[src/rtl/mem_access_unit.sv]
// rtl/mem_access_unit.sv - MEM-stage unit: branch resolve, data-memory load/store with stall and timeout
// Drives the MEM/WB registered outputs; holds the pipeline while a bus access is outstanding.
module mem_access_unit #(
  parameter int TIMEOUT_CYCLES = 16
) (
  input  logic        clk,
  input  logic        reset,
  input  logic        regwrite_in,
  input  logic        mem_read_in,
  input  logic        mem_write_in,
  input  logic [1:0]  mem_to_reg_in,
  input  logic        branch_in,
  input  logic [31:0] alu_result_in,
  input  logic [31:0] branch_target_in,
  input  logic [31:0] write_data_in,
  input  logic [4:0]  rd_in,
  input  logic        zero_flag_in,
  output logic        dmem_req,
  output logic        dmem_we,
  output logic [31:0] dmem_addr,
  output logic [31:0] dmem_wdata,
  input  logic [31:0] dmem_rdata,
  input  logic        dmem_ready,
  output logic        stall_out,
  output logic        pc_src_out,
  output logic [31:0] branch_target_out,
  output logic        regwrite_out,
  output logic [1:0]  mem_to_reg_out,
  output logic [31:0] alu_result_out,
  output logic [31:0] read_data_out,
  output logic [4:0]  rd_out,
  output logic        bus_error_out
);

  typedef enum logic [1:0] {IDLE, ACCESS, DONE} state_t;

  state_t      state_q, state_d;
  logic        req_q, req_d, we_q, we_d;
  logic [31:0] addr_q, addr_d, wdata_q, wdata_d;
  logic [31:0] rdata_q, rdata_d;
  logic        err_q, err_d;
  logic [7:0]  cnt_q, cnt_d;
  logic        regwrite_q, regwrite_d;
  logic [1:0]  mem_to_reg_q, mem_to_reg_d;
  logic [31:0] alu_result_q, alu_result_d, read_data_q, read_data_d;
  logic [4:0]  rd_q, rd_d;
  logic        access, illegal;

  assign access  = mem_read_in | mem_write_in;
  assign illegal = (mem_read_in & mem_write_in) | (alu_result_in[1:0] != 2'b00);

  always_comb begin
    state_d      = state_q;
    req_d        = req_q;
    we_d         = we_q;
    addr_d       = addr_q;
    wdata_d      = wdata_q;
    rdata_d      = rdata_q;
    err_d        = err_q;
    cnt_d        = cnt_q;
    // MEM/WB defaults to a bubble; only IDLE-without-access and DONE forward the instruction
    regwrite_d   = 1'b0;
    mem_to_reg_d = 2'b00;
    alu_result_d = 32'h0;
    read_data_d  = 32'h0;
    rd_d         = 5'h0;
    stall_out    = 1'b0;
    pc_src_out   = 1'b0;
    case (state_q)
      IDLE: begin
        if (access) begin
          stall_out = 1'b1;
          rdata_d   = 32'h0;
          if (illegal) begin
            err_d   = 1'b1;
            state_d = DONE;
          end else begin
            req_d   = 1'b1;
            we_d    = mem_write_in;
            addr_d  = alu_result_in;
            wdata_d = write_data_in;
            cnt_d   = 8'd0;
            state_d = ACCESS;
          end
        end else begin
          pc_src_out   = branch_in & zero_flag_in;
          regwrite_d   = regwrite_in;
          mem_to_reg_d = mem_to_reg_in;
          alu_result_d = alu_result_in;
          rd_d         = rd_in;
        end
      end
      ACCESS: begin
        stall_out = 1'b1;
        if (dmem_ready) begin
          rdata_d = we_q ? 32'h0 : dmem_rdata;
          req_d   = 1'b0;
          state_d = DONE;
        end else if (cnt_q == 8'(TIMEOUT_CYCLES - 1)) begin
          req_d   = 1'b0;
          err_d   = 1'b1;
          state_d = DONE;
        end else begin
          cnt_d = cnt_q + 8'd1;
        end
      end
      DONE: begin
        regwrite_d   = regwrite_in & ~err_q;
        mem_to_reg_d = mem_to_reg_in;
        alu_result_d = alu_result_in;
        read_data_d  = rdata_q;
        rd_d         = rd_in;
        err_d        = 1'b0;
        state_d      = IDLE;
      end
      default: state_d = IDLE;
    endcase
  end

  always_ff @(posedge clk) begin
    if (!reset) begin
      state_q      <= IDLE;
      req_q        <= 1'b0;
      we_q         <= 1'b0;
      addr_q       <= 32'h0;
      wdata_q      <= 32'h0;
      rdata_q      <= 32'h0;
      err_q        <= 1'b0;
      cnt_q        <= 8'd0;
      regwrite_q   <= 1'b0;
      mem_to_reg_q <= 2'b00;
      alu_result_q <= 32'h0;
      read_data_q  <= 32'h0;
      rd_q         <= 5'h0;
    end else begin
      state_q      <= state_d;
      req_q        <= req_d;
      we_q         <= we_d;
      addr_q       <= addr_d;
      wdata_q      <= wdata_d;
      rdata_q      <= rdata_d;
      err_q        <= err_d;
      cnt_q        <= cnt_d;
      regwrite_q   <= regwrite_d;
      mem_to_reg_q <= mem_to_reg_d;
      alu_result_q <= alu_result_d;
      read_data_q  <= read_data_d;
      rd_q         <= rd_d;
    end
  end

  assign dmem_req          = req_q;
  assign dmem_we           = we_q;
  assign dmem_addr         = addr_q;
  assign dmem_wdata        = wdata_q;
  assign branch_target_out = branch_target_in;
  assign regwrite_out      = regwrite_q;
  assign mem_to_reg_out    = mem_to_reg_q;
  assign alu_result_out    = alu_result_q;
  assign read_data_out     = read_data_q;
  assign rd_out            = rd_q;
  assign bus_error_out     = (state_q == DONE) & err_q;

endmodule

[config.mk]
export PLATFORM = sky130hd
export DESIGN_NAME = mem_access_unit
export DESIGN_NICKNAME = d
export VERILOG_FILES = /design/src/rtl/mem_access_unit.sv
export SDC_FILE = /design/constraint.sdc
export NUM_CORES = 1
export LEC_CHECK = 0
export BUFFER_PORTS_ARGS = -buffer_cell sky130_fd_sc_hd__buf_4
export CAP_MARGIN = 25
export CORE_MARGIN = 1
export CORE_UTILIZATION = 45
export CTS_BUF_LIST = sky130_fd_sc_hd__clkbuf_2
export CTS_CLUSTER_DIAMETER = 150
export DETAILED_ROUTE_END_ITERATION = 8
export GPL_TIMING_DRIVEN = 0
export PLACE_DENSITY = 0.89
export SLEW_MARGIN = 15
export SYNTH_ARGS = -nofsm -noshare
export SYNTH_HDL_FRONTEND = slang
export SYNTH_SLANG_ARGS = --single-unit
[constraint.sdc]
create_clock -name clk -period 1.6 [get_ports clk]
set_input_delay 0.08 -clock clk [delete_from_list [all_inputs] [get_ports clk]]
set_output_delay 0.08 -clock clk [all_outputs]
set_load 0.01 [all_outputs]
==> reports/qor.csv, run 1 <==
metric,value,unit
status,"finished, violations left",
violations,setup timing,
placed_cells,1150,
area_delta_synth_final,65.39,%
layout-drive-gt1-share,37.26,%
grt_overflow,0,
final_area,10670,sq um
post-route-period-util,108.3,%
antenna_found_initial,1,
leakage,4.694,nW
cts-root-buf,clkbuf_2,
synth_top_area_share,56.16,%
place.gp.congestion,0.7784,
seq_area,3637,sq um
worstReg2RegStart,state_q[0],
syn_inst,687,
clock_path_buffers,2,
synth_common_cells,"181 x dfxtp_1, 168 x nand2_1, 72 x and2_1, 55 x a21boi_0, 41 x a21boi_1",
core,13930,sq um
yosysSeqAreaShare,56.16,%
r2r_slack,-40,ps
die_area,14820,sq um
initial_core_util,46.31,%
critPathMaxFanout,4,
reg2reg_to,rdata_q[27],
clock_latency,810,ps
period_needed,1733,ps
worstSetupPathType,flip-flop to primary output,
drv_cap,0,
track_usage,29.89,%
placed_cell_area,8802,sq um
ff2ff_path_depth,7,
min_path_cells,3,
grt_pass1_vias,6778,
vias_per_cell,5.136,
fin_skew,42.55,ps
synth.distinct_cells,36,
synthArstFlopShare,0,%
startpoint,state_q[0],
min_from,rd_in[4],
clk_pin_slew,300,ps
drv_slew,0,
worstHoldEndpoint,rd_out[4],
nets,1269,
drt-pass1-iter-count,8,
syn_avg_cell_area,9.392,sq um
wl_per_cell,17.89,um
relSlewSlack,65.21,%
hpwl,13350,um
syn_area,6452,sq um
max_slew.worst_pin.slew,521.8,ps
worst_slack,-133.1,ps
die_h,121.7,um
synth_seq_cells,181,
fillers,838,
die_x,121.7,um
htreeDepth,4,
ys_warn_count,0,
min_path_type,primary input to flip-flop,
irDropWorstVdd,0.6700,mV
grt_max_degree,17,
ys.flop_type,dfxtp_1,
fin_cells,1321,
fmax,577.0,MHz
portBuffers,283,
multi_input_area,2484,sq um
grt_pass1_wl,33660,um
power.total,8.815,mW
yosys.area.top_type,dfxtp_1,
drt_iter0_drc,518,
cp_data_required_time,1520,ps
p_per_area,826.0,nW/um^2
synth_area_leaders,"dfxtp_1 56%, nand2_1 9.8%, and2_1 7.0%",
fin_util,76.58,%
synth-edff-count,0,
yosysMostFrequentCell,dfxtp_1,
numClockSinks,181,
critPathArrivalTime,1650,ps
drt-total-wl,23630,um
rsz0062_at_grt,yes,
hold_violations,0,
cts_tree,done,
remaining_drc_errors,0,
cp-end-kind,primary output,
numCtsBuffers,17,
rows,43,
holdWs,16.82,ps
num_vias,6785,
synth_nets,831,
ant_nets,0,
finalSetupViolations,11,
io_pins,316,
start_kind,flip-flop,
[registers in the layout, indices dropped and copies added, names as in the netlist]
register	cells
err_q	1
dmem_we	1
cnt_q	8
rd_out	5
rdata_q	32
state_q	2
regwrite_out	1
dmem_req	1
read_data_out	32
dmem_addr	32
dmem_wdata	32
alu_result_out	32
mem_to_reg_out	2
[stage by stage]
step	setup WS, ps	setup TNS [ps]
final	-133.1	-504.8
after global routing	-214.4	-3256
after CTS	-176.1	-5085
after detailed placement	-180.3	-9381
after global placement	-194.5	-7119
after floorplan	114.9	0
[logic make-up after synthesis]
group / count (synthesis) / share of synthesized area (%)
buffers and inverters: 80 / 7.077
xor gates and xnor gates: 1 / 0.1358
AOI/OAI and AO/OA: 127 / 14.60
adders and majority gates: 1 / 0.1939
and+or+nand+nor: 297 / 21.83
DFF: 181 / 56.16
[where the power goes]
| group | total [mW] | switching, mW | internal, mW | leakage, nW |
|---|---|---|---|---|
| clock | 2.60 | 1.69 | 0.911 | 0.155 |
| sequential | 4.72 | 0.0701 | 4.65 | 1.47 |
| combinational | 1.49 | 0.656 | 0.837 | 3.07 |
[worst max-delay path by stage]
stage                     to  slack [ps]  depth (start not counted)
6_report       bus_error_out        -130                          4
5_1_grt           pc_src_out        -210                          3
4_1_cts            stall_out        -180                          3
3_5_place_dp    dmem_addr[0]        -180                          5
3_3_place_gp    dmem_addr[1]        -190                          5
2_1_floorplan       cnt_q[4]         110                          4
[worst max-delay path: stages, from the launching register on]
cell	delay, ps
dfxtp_4	420
buf_8	130
inv_6	50
and3_4	190
buf_6	100
[metal layers]
layer,vias up,track usage (%),share of wire [%]
li1,3090,-,-
met1,3192,29.95,35
met2,395,54.41,53
met5,-,0,0
met4,0,17.44,4.9
met3,108,8.848,7.6
[placed cells by master, fill, tap and decap left out, types with 2 or more instances in the layout]
| master | instances |
|---|---|
| a21oi_1 | 5 |
| inv_1 | 4 |
| inv_8 | 2 |
| clkbuf_2 | 28 |
| dlygate4sd3_1 | 120 |
| dfxtp_4 | 3 |
| and2_1 | 71 |
| nor3_4 | 3 |
| clkbuf_4 | 2 |
| buf_8 | 4 |
| clkinv_2 | 2 |
| buf_6 | 16 |
| dfxtp_2 | 2 |
| nand3_1 | 34 |
| a21boi_0 | 42 |
| diode_2 | 3 |
| buf_2 | 3 |
| inv_6 | 3 |
| clkinvlp_4 | 3 |
| o21ai_0 | 8 |
| nand2_1 | 166 |
| a31oi_1 | 6 |
| o21ai_2 | 2 |
| dfxtp_1 | 176 |
| and3_1 | 5 |
| nand2_2 | 2 |
| nor2_1 | 5 |
| buf_4 | 329 |
| a21boi_1 | 52 |
| bufinv_16 | 3 |
| a21boi_2 | 2 |
| clkbuf_1 | 11 |
[what timing repair did]
action / 4_1_cts / 5_1_grt
cloned: 0 / 1
pin swaps: 2 / 18
gates resized for setup: 28 / 93
endpoints found under the hold margin: 151 / 0
hold buffers: 120 / 0
buffers inserted: 7 / 8
setup endpoints to repair: 164 / 145
[area by class of cell]
| type | instances | area share, % |
|---|---|---|
| Timing Repair Buffer | 419 | 32.47 |
| Sequential cell | 181 | 34.08 |
| Clock inverter | 13 | 1.606 |
| Antenna cell | 3 | 0.07035 |
| Clock buffer | 19 | 0.8911 |
| Tap cell | 180 | 2.110 |
| Multi-Input combinational cell | 426 | 23.27 |
| Buffer | 75 | 5.276 |
| Inverter | 5 | 0.2228 |
Power figures use the tool's default switching activity.
==> run 2: changes to the inputs <==
Clock period 1.6 ns to 2 ns, I/O delays scaled along.
==> reports/qor.csv, run 2 (synthesis results as in run 1) <==
metric,value,unit
fmax,516.6,MHz
post-route-period-util,96.79,%
fin_skew,52.31,ps
drt-pass1-iter-count,5,
relSlewSlack,64.57,%
fillers,898,
most-common-layout-cells,"322 x buf_4, 180 x dfxtp_1, 168 x nand2_1",
initial_core_util,46.31,%
cts_tree,done,
numCtsBuffers,17,
clock_latency,810,ps
postCtsSetupRepairBufs,0,
layout-drive-gt1-share,33.60,%
area_delta_synth_final,58.52,%
die_area,14820,sq um
period_needed,1936,ps
grt_overflow,0,
vias_per_cell,5.041,
crit_buf_inv,2,
drt_iter0_drc,438,
p_per_area,676.2,nW/um^2
placed_cells,1150,
wl_per_cell,16.95,um
htreeDepth,4,
ant_nets,0,
clock_path_buffers,2,
core,13930,sq um
finalSetupTns,0,ps
rows,43,
clk_pin_slew,310,ps
path_cells,"clkbuf_4, nor3_1, buf_4",
hpwl,13350,um
rsz0062_at_grt,yes,
start_kind,flip-flop,
remaining_drc_errors,0,
drv_slew,0,
critPathMaxStageDelay,390,ps
critPathArrivalTime,1840,ps
num_vias,6543,
fin_cells,1298,
cp-end-kind,primary output,
drv_cap,0,
track_usage,28.69,%
layout_commonest_cell,buf_4,
cp_data_required_time,1900,ps
drt-total-wl,22000,um
status,"finished, final reports clean",
die_h,121.7,um
min_from,rd_in[1],
nets,1247,
crit_family,flip-flops,
grt_max_degree,17,
min_path_type,primary input to flip-flop,
critPathMaxFanout,10,
numClockSinks,181,
finalSetupViolations,0,
startpoint,state_q[1],
cts-root-buf,clkbuf_2,
grt_pass1_wl,32130,um
io_pins,316,
die_x,121.7,um
worstReg2RegStart,state_q[1],
hold_violations,0,
place.gp.congestion,0.7784,
antenna_found_initial,1,
max_slew.worst_pin.slew,531.5,ps
grt_pass1_vias,6392,
crit_slowest_cell,dfxtp_1,
leakage,4.488,nW
portBuffers,283,
worstSetupPathType,flip-flop to primary output,
irDropWorstVdd,0.5541,mV
[run 2: cell count changes in the layout (fill, tap and decap cells not counted), sizes merged]
| cell | before | now |
|---|---|---|
| buf | 352 | 332 |
| clkbuf | 41 | 45 |
| diode | 3 | 2 |
| dlygate4sd3 | 120 | 114 |
[run 2: layout make-up]
cell class / instances / area, sq um / area share (%)
Sequential cell: 181 / 3625 / 35.44
Timing Repair Buffer: 397 / 3266 / 31.93
Tap cell: 180 / 225.2 / 2.202
Antenna cell: 2 / 5.005 / 0.04893
Clock buffer: 19 / 95.09 / 0.9297
Multi-Input combinational cell: 426 / 2379 / 23.25
Inverter: 5 / 18.77 / 0.1835
Buffer: 75 / 444.2 / 4.342
Clock inverter: 13 / 171.4 / 1.676
[run 2: path summary, 6_finish.rpt]
path / cells past startpoint / to / slack (ps)
setup / recovery: 3 / pc_src_out / 60
setup reg to reg: 6 / dmem_wdata[11] / 110
hold / removal: 3 / rd_out[1] / 40
hold reg to reg: 1 / read_data_out[29] / 450
[run 2: where the power goes]
part	switching [mW]	internal [mW]
Combinational	0.484	0.597
Clock	1.33	0.729
Sequential	0.0518	3.72
Total	1.87	5.05
[run 2: repair_timing]
| item | in CTS | in global routing |
|---|---|---|
| cloned | 0 | 0 |
| setup endpoints to repair | 2 | 7 |
| gates resized for setup | 2 | 4 |
| hold buffers | 111 | 3 |
| endpoints found under the hold margin | 151 | 3 |
[run 2: per-stage QoR]
stage	instance area (sq um)	util, %	total power, mW	hold slack (ps)	setup WS (ps)
after floorplan	6452	-	4.213	221.7	514.9
after global placement	8802	63.17	4.680	301.0	205.5
after detailed placement	8802	63.17	4.697	304.6	219.7
after CTS	10180	73.08	6.868	0.5492	22.09
after global routing	10230	73.39	7.150	-14.74	-19.33
final	10230	73.40	6.917	35.06	64.16
[run 2: worst min-delay path, stage by stage]
cell,delay [ps]
dlygate4sd3_1,550
buf_4,110
and2_1,100
[run 2: layer usage]
| layer | vias up | share of wire [%] | GRT usage [%] |
|---|---|---|---|
| met1 | 3077 | 37 | 29.38 |
| met2 | 337 | 52 | 51.41 |
| met5 | - | 0 | 0 |
| met4 | 0 | 4.5 | 16.59 |
| met3 | 87 | 7.3 | 8.661 |
| li1 | 3042 | - | - |
